File: src/rtl/vend_credit_fsm.sv
// Vending credit controller: coin accumulation, timed dispense strobe and a change pulse train.
// Optional feature macro: VEND_SALES_COUNT_EN adds a saturating 16-bit sales counter output.
module vend_credit_fsm #(
    parameter int PRICE       = 15,
    parameter int MAX_CREDIT  = 50,
    parameter int CREDIT_W    = 6,
    parameter int DISP_CYCLES = 4
) (
    input  logic                clk,
    input  logic                reset,
    input  logic                coin5,
    input  logic                coin10,
    input  logic                buy,
    input  logic                cancel,
    output logic [CREDIT_W-1:0] credit,
    output logic                dispense,
    output logic                change_pulse,
    output logic                coin_reject,
    output logic                busy,
`ifdef VEND_SALES_COUNT_EN
    output logic [15:0]         sales,
`endif
    output logic [1:0]          state
);

    typedef enum logic [1:0] {
        IDLE     = 2'd0,
        COLLECT  = 2'd1,
        DISPENSE = 2'd2,
        CHANGE   = 2'd3
    } state_t;

    localparam int CNT_W = (DISP_CYCLES > 1) ? $clog2(DISP_CYCLES) : 1;

    localparam logic [CREDIT_W:0]   VAL5      = (CREDIT_W+1)'(5);
    localparam logic [CREDIT_W:0]   VAL10     = (CREDIT_W+1)'(10);
    localparam logic [CREDIT_W:0]   MAX_C     = (CREDIT_W+1)'(MAX_CREDIT);
    localparam logic [CREDIT_W-1:0] PRICE_C   = CREDIT_W'(PRICE);
    localparam logic [CREDIT_W-1:0] STEP      = CREDIT_W'(5);
    localparam logic [CNT_W-1:0]    DISP_LOAD = CNT_W'(DISP_CYCLES - 1);

    state_t           st;
    logic [CNT_W-1:0] disp_cnt;

    logic              coin_any;
    logic [CREDIT_W:0] coin_val;
    logic [CREDIT_W:0] sum;
    logic              coin_fits;
    logic              price_ok;

    // Sum is one bit wider than credit so the ceiling compare can never see a wrapped value.
    always_comb begin
        coin_any  = coin5 | coin10;
        coin_val  = (coin5 ? VAL5 : '0) + (coin10 ? VAL10 : '0);
        sum       = {1'b0, credit} + coin_val;
        coin_fits = (sum <= MAX_C);
        price_ok  = (credit >= PRICE_C);
    end

    assign state = st;
    assign busy  = (st == DISPENSE) | (st == CHANGE);

    always_ff @(posedge clk or posedge reset) begin
        if (reset) begin
            st           <= IDLE;
            credit       <= '0;
            dispense     <= 1'b0;
            change_pulse <= 1'b0;
            coin_reject  <= 1'b0;
            disp_cnt     <= '0;
`ifdef VEND_SALES_COUNT_EN
            sales        <= '0;
`endif
        end else begin
            coin_reject <= 1'b0;
            case (st)
                IDLE: begin
                    if (coin_any) begin
                        if (coin_fits) begin
                            credit <= sum[CREDIT_W-1:0];
                            st     <= COLLECT;
                        end else begin
                            coin_reject <= 1'b1;
                        end
                    end
                end
                COLLECT: begin
                    if (cancel) begin
                        // Entering CHANGE emits the first pulse on the same edge.
                        coin_reject  <= coin_any;
                        change_pulse <= 1'b1;
                        credit       <= credit - STEP;
                        st           <= CHANGE;
                    end else if (buy && price_ok) begin
                        coin_reject <= coin_any;
                        credit      <= credit - PRICE_C;
                        dispense    <= 1'b1;
                        disp_cnt    <= DISP_LOAD;
                        st          <= DISPENSE;
`ifdef VEND_SALES_COUNT_EN
                        if (sales != 16'hFFFF) begin
                            sales <= sales + 16'd1;
                        end
`endif
                    end else if (coin_any) begin
                        if (coin_fits) begin
                            credit <= sum[CREDIT_W-1:0];
                        end else begin
                            coin_reject <= 1'b1;
                        end
                    end
                end
                DISPENSE: begin
                    coin_reject <= coin_any;
                    if (disp_cnt == '0) begin
                        dispense <= 1'b0;
                        if (credit != '0) begin
                            change_pulse <= 1'b1;
                            credit       <= credit - STEP;
                            st           <= CHANGE;
                        end else begin
                            st <= IDLE;
                        end
                    end else begin
                        disp_cnt <= disp_cnt - 1'b1;
                    end
                end
                CHANGE: begin
                    // change_pulse doubles as the phase toggle: high phase then low phase.
                    coin_reject <= coin_any;
                    if (change_pulse) begin
                        change_pulse <= 1'b0;
                    end else if (credit == '0) begin
                        st <= IDLE;
                    end else begin
                        change_pulse <= 1'b1;
                        credit       <= credit - STEP;
                    end
                end
                default: st <= IDLE;
            endcase
        end
    end

endmodule

File: config.mk
export PLATFORM = sky130hd
export DESIGN_NAME = vend_credit_fsm
export DESIGN_NICKNAME = d
export VERILOG_FILES = /design/src/rtl/vend_credit_fsm.sv
export SDC_FILE = /design/constraint.sdc
export NUM_CORES = 1
export LEC_CHECK = 0
export BUFFER_PORTS_ARGS = -buffer_cell sky130_fd_sc_hd__buf_2
export CAP_MARGIN = 40
export CORE_MARGIN = 1.5
export CORE_UTILIZATION = 60
export DETAILED_ROUTE_END_ITERATION = 10
export PLACE_DENSITY_LB_ADDON = 0.05
export SLEW_MARGIN = 0
export SYNTH_ARGS = -nofsm -noshare
export SYNTH_HDL_FRONTEND = slang
export SYNTH_SLANG_ARGS = --single-unit
File: constraint.sdc
create_clock -name clk -period 4.4 [get_ports clk]
set_clock_uncertainty 0.05 [all_clocks]
set_input_delay 0.22 -clock clk [delete_from_list [all_inputs] [get_ports clk]]
set_output_delay 0.22 -clock clk [all_outputs]
set_load 0.01 [all_outputs]
; ---- After elaboration in Yosys (flattened, before gate mapping)
; Index checks and enable logic that the tools add are counted.
[op_classes]
n_bitwise = 2
n_reduce_logical = 13
eq_ne = 15
mux = 39
magnitude_cmp = 2
add_sub_neg = 5
[op_table]
columns = operator, count
row1 = $mux 6, 8
row2 = $pmux 6 s4, 1
row3 = $mux 2, 11
row4 = $ne 2x2->1 const B, 8
row5 = $reduce_and 4->1, 4
row6 = $mux 1, 12
row7 = $pmux 2 s4, 1
row8 = $add 6x5->7, 1
row9 = $le 7x6->1 const B, 1
row10 = $ge 6x4->1 const B, 1
row11 = $logic_not 6->1, 1
row12 = $ne 2x1->1 const B, 3
row13 = $pmux 1 s3, 2
row14 = $reduce_and 6->1, 1
row15 = $reduce_bool 6->1, 1
row16 = $sub 6x3->6 const B, 1
row17 = $sub 6x4->6 const B, 1
row18 = $add 3x4->5, 1
row19 = $eq 2x2->1 const B, 2
row20 = $logic_not 2->1, 2
row21 = $mux 4, 1
row22 = $pmux 2 s2, 1
row23 = $mux 3, 1
row24 = $ne 3x3->1 const B, 1
row25 = other kinds (8), 9
[totals]
output_inout_bits = 12
reg_bits = 13

; ---- Logic depth before layout (Yosys ltp)
[depth]
depth_word = 9
depth_mapped = 10
depth_no_buf = 10

; ---- Worst setup path after synthesis
; Ideal clock, no wire load.
[synth_path]
path_kind = reg2reg
start = register credit[0]
end = register credit[4]
path_stages_with_launch = 11
path_slack_ns = 1.647
n_path_buf = 0
synth_period_minus_slack_ns = 2.753
setup_ns = 0.123
t_arrival_ns = 2.580
path_cell_list = dfrtp_1 > ha_1 > inv_1 > fa_1 > nand2b_4 > a211oi_4 > a211oi_2 > o311ai_4 > o22ai_4 > a211o_1 > o221a_2
[synth_between]
elab_chain_cells = 7
[synth_lines]
columns = element, line
row1 = start: declaration, 15  ; output logic [CREDIT_W-1:0] credit,
row2 = start signal: assignment, 80  ; credit <= sum[CREDIT_W-1:0];
row3 = start signal: assignment, 92  ; credit <= credit - STEP;
row4 = start signal: assignment, 96  ; credit <= credit - PRICE_C;
row5 = $add 6x5->7, 55  ; sum = {1'b0, credit} + coin_val;
row6 = $le 7x6->1, 56  ; coin_fits = (sum <= MAX_C);
row7 = $mux 6, "79, 106"
row8 = $mux 6, 78  ; if (coin_any) begin
row9 = $mux 6, 94  ; end else if (buy && price_ok) begin
row10 = $mux 6, 88  ; if (cancel) begin
row11 = $pmux 6 s4, 76  ; case (st)
; Several ways; a longest one is shown, not always the timed one. The select of a mux whose other input is x is not followed.
; A chain may end at the register's enable or synchronous reset.

; ---- Worst setup path after layout
; Same ends and word-level chain as after synthesis.

==> run_results.csv <==
group,metric,value,unit
clock_tree,cts_tree,"built",
worst_setup_path,ff2ff_setup_slack,1410,ps
layout,multi_input_area,1134,um2
worst_setup_path,criticalPathCategory,"flip-flop to flip-flop",
worst_setup_path,crit_chain,"ha_1, inv_1, fa_1, nand2b_4, a211oi_4, a211oi_2, o311ai_4, o22ai_4, a221oi_2, o221a_2",
detailed_routing,ant_nets,0,
detailed_routing,routed_wl,4132,um
detailed_routing,drt_pass1_iterations,4,
synth,synth_edf_count,0,
timing,rsz0062_at_grt,"false",
worst_setup_path,cp-end-kind,"flip-flop",
layout,regArea,325.3,um2
detailed_routing,vias,1603,
flow_run,cap_violations,0,
pwr,leakage,0.6758,nW
global_route,grt_max_degree,27,
detailed_routing,drt_iter0_drc,90,
pwr,powerDensity,820.0,nW/um2
clock_tree,clkSlewWorstSetupHoldPaths,100,ps
global_route,grt_pass1_vias,1426,
layout,fillers,206,
worst_setup_path,critPathRequiredTime,4580,ps
layout,stdcell_area,1663,um2
global_route,antenna_found_initial,0,
placed_design,gp_congestion,0.9812,
placed_design,placed_cell_area,1627,um2
clock_tree,htreeDepth,1,
timing,hold_viol,0,
detailed_routing,remaining_drc_errors,0,
worst_setup_path,worstPathMaxFanout,11,
worst_setup_path,cp_top_family,"compound AO/OA/AOI/OAI gates",
synth,synth_area,1550,um2
floorplanning,die_area,2898,um2
pwr,worst_ir_drop_vdd,0.5070,mV
floorplanning,ioPinCount,18,
min_path,hold_class,"input pin to flip-flop",
floorplanning,core_region_area,2455,um2
timing,whs,312.3,ps
synth,synthFlopType,"dfrtp_1",
clock_tree,insertion_delay,300,ps
layout,layout_commonest_cell,"nand2_1",
worst_setup_path,arrival,3170,ps
clock_tree,clock_path_buffers,2,
floorplanning,rows,18,
synth,yosys_warnings,0,
worst_setup_path,cp.buffers_inverters,1,
clock_tree,clock_sinks,13,
synth,avgSynthCellArea,7.637,um2
pwr,p_total,0.001364,W
detailed_routing,viasPerCell,6.570,
floorplanning,fp.dieW,53.83,um
layout,layout_common_cells,"nand2_1 (20), nor2_1 (19), o21ai_0 (17), buf_2 (17), a21oi_1 (16)",
synth,ys_ff_latch,13,
placed_design,hpwl,3067,um
worst_setup_path,slowest_stage,"dfrtp_1",
global_route,grt-ovfl-total,0,
floorplanning,die_h,53.83,um
layout,num-nets-final,230,
timing,period_minus_slack,2990,ps
layout,antenna_cells,0,
placed_design,port_buffers,17,
timing,fmax,334.5,MHz
clock_tree,cts_setup_buffers,0,
layout,syn_to_final_growth,7.264,%
timing,relSlewSlack,0.4902,
global_route,track_usage,0.3144,
clock_tree,post_cts_resized,0,
layout,drive_above_1_share,0.1542,
layout,final_util,0.6774,
synth,synth_nets,218,
detailed_routing,avgRoutedWirePerCell,16.93,um
synth,ys_types,57,
timing,post-route-period-util,0.6794,
synth,synth_cells,203,
clock_tree,clockRootBuffer,"clkbuf_4",
timing,report.final.slew_viol_count,0,
global_route,grt_pass1_wl,6589,um
floorplanning,start_util,0.6315,
outcome,status,"complete, no violations",
synth,synth-seq-area-share,0.2098,
worst_setup_path,cp-start-kind,"flip-flop",
timing,setup_viol,0,
clock_tree,cts_buffers,3,
timing,tightest_slew,764.7,ps
worst_setup_path,cpPeakStageDelay,520,ps
timing,finalSetupTns,0,ps
synth,synth-async-reset-ratio,1.000,
## area by class of cell
type,instances,area share
inverters,12,0.02709
repair buffers,18,0.05719
flip-flops and latches,13,0.1956
well taps,30,0.02257
multi-input cells,167,0.6817
clock buffers,4,0.01580
## routing by layer
metal	global-route usage	wire length (um)	up-vias
li1	-	-	774
met1	0.3847	1718	758
met2	0.5447	2128	60
met3	0.03889	180	11
met4	0.1410	105	0
met5	0	0	-
## per-stage QoR
step                cells  setup slack (ps)
CTS                   244              1427
floorplan             203              1647
finish                244              1410
detailed placement    239              1474
global route          244              1243
global placement      239              1590
## synth_stat cells, types with 2 or more instances
master / instances / area, um2
a211oi_1: 2 / 15.01
a21o_1: 4 / 30.03
a21oi_1: 16 / 80.08
a221oi_2: 2 / 30.03
a311oi_1: 3 / 26.28
a31oi_1: 2 / 12.51
a32oi_1: 2 / 17.52
and3_1: 2 / 12.51
buf_1: 3 / 11.26
buf_2: 4 / 20.02
clkbuf_1: 4 / 15.01
dfrtp_1: 13 / 325.3
ha_1: 8 / 100.1
inv_1: 12 / 45.04
nand2_1: 20 / 75.07
nand2b_1: 3 / 18.77
nand3_1: 8 / 40.04
nand4b_1: 3 / 26.28
nor2_1: 19 / 71.32
nor2b_1: 2 / 12.51
nor3_1: 6 / 30.03
o21ai_0: 17 / 85.08
o21ai_1: 2 / 10.01
o221a_2: 2 / 22.52
o22ai_1: 2 / 12.51
o311ai_0: 2 / 17.52
o31ai_1: 2 / 15.01
or3_1: 2 / 12.51
xnor2_1: 8 / 70.07
## worst min-delay path, delay by kind of cell
family | cells | cell delay, ps
and+or+nand+nor | 1 | 120
AOI/OAI and AO/OA | 1 | 160
buffers and inverters | 1 | 100
## report_power, final
part | switching (W) | internal, W
clock | 0.0000481 | 0.0000353
sequential | 0.000140 | 0.000170
combinational | 0.000552 | 0.000418
total | 0.000740 | 0.000624
## flip-flops by register name (all words and copies together), names as in the netlist
name	count
change_pulse	1
coin_reject	1
credit	6
disp_cnt	2
dispense	1
state	2
## final timing paths
kind,from,to,cells after the start
max,credit[0]$_DFFE_PP0P_,credit[4]$_DFFE_PP0P_,10
min,coin5,coin_reject$_DFF_PP0_,3
max reg2reg,credit[0]$_DFFE_PP0P_,credit[4]$_DFFE_PP0P_,10
min reg2reg,disp_cnt[1]$_DFFE_PP0P_,disp_cnt[1]$_DFFE_PP0P_,2
max in group asynchronous,reset,credit[4]$_DFFE_PP0P_,3
min in group asynchronous,reset,state[0]$_DFFE_PP0P_,3
## cells by family after synthesis
family          share of synthesized area
xor+xnor                          0.05085
flops                              0.2098
fa+ha+maj                         0.07748
buf+inv                           0.05891
mux                               0.01372
simple gates                       0.2413
compound gates                     0.3479
## what timing repair did
item / CTS / global route
setup endpoints to repair: 0 / 0
hold buffers: 1 / 0
hold endpoints to repair: 13 / 0
No activity file was read; power rests on OpenSTA's default activity.
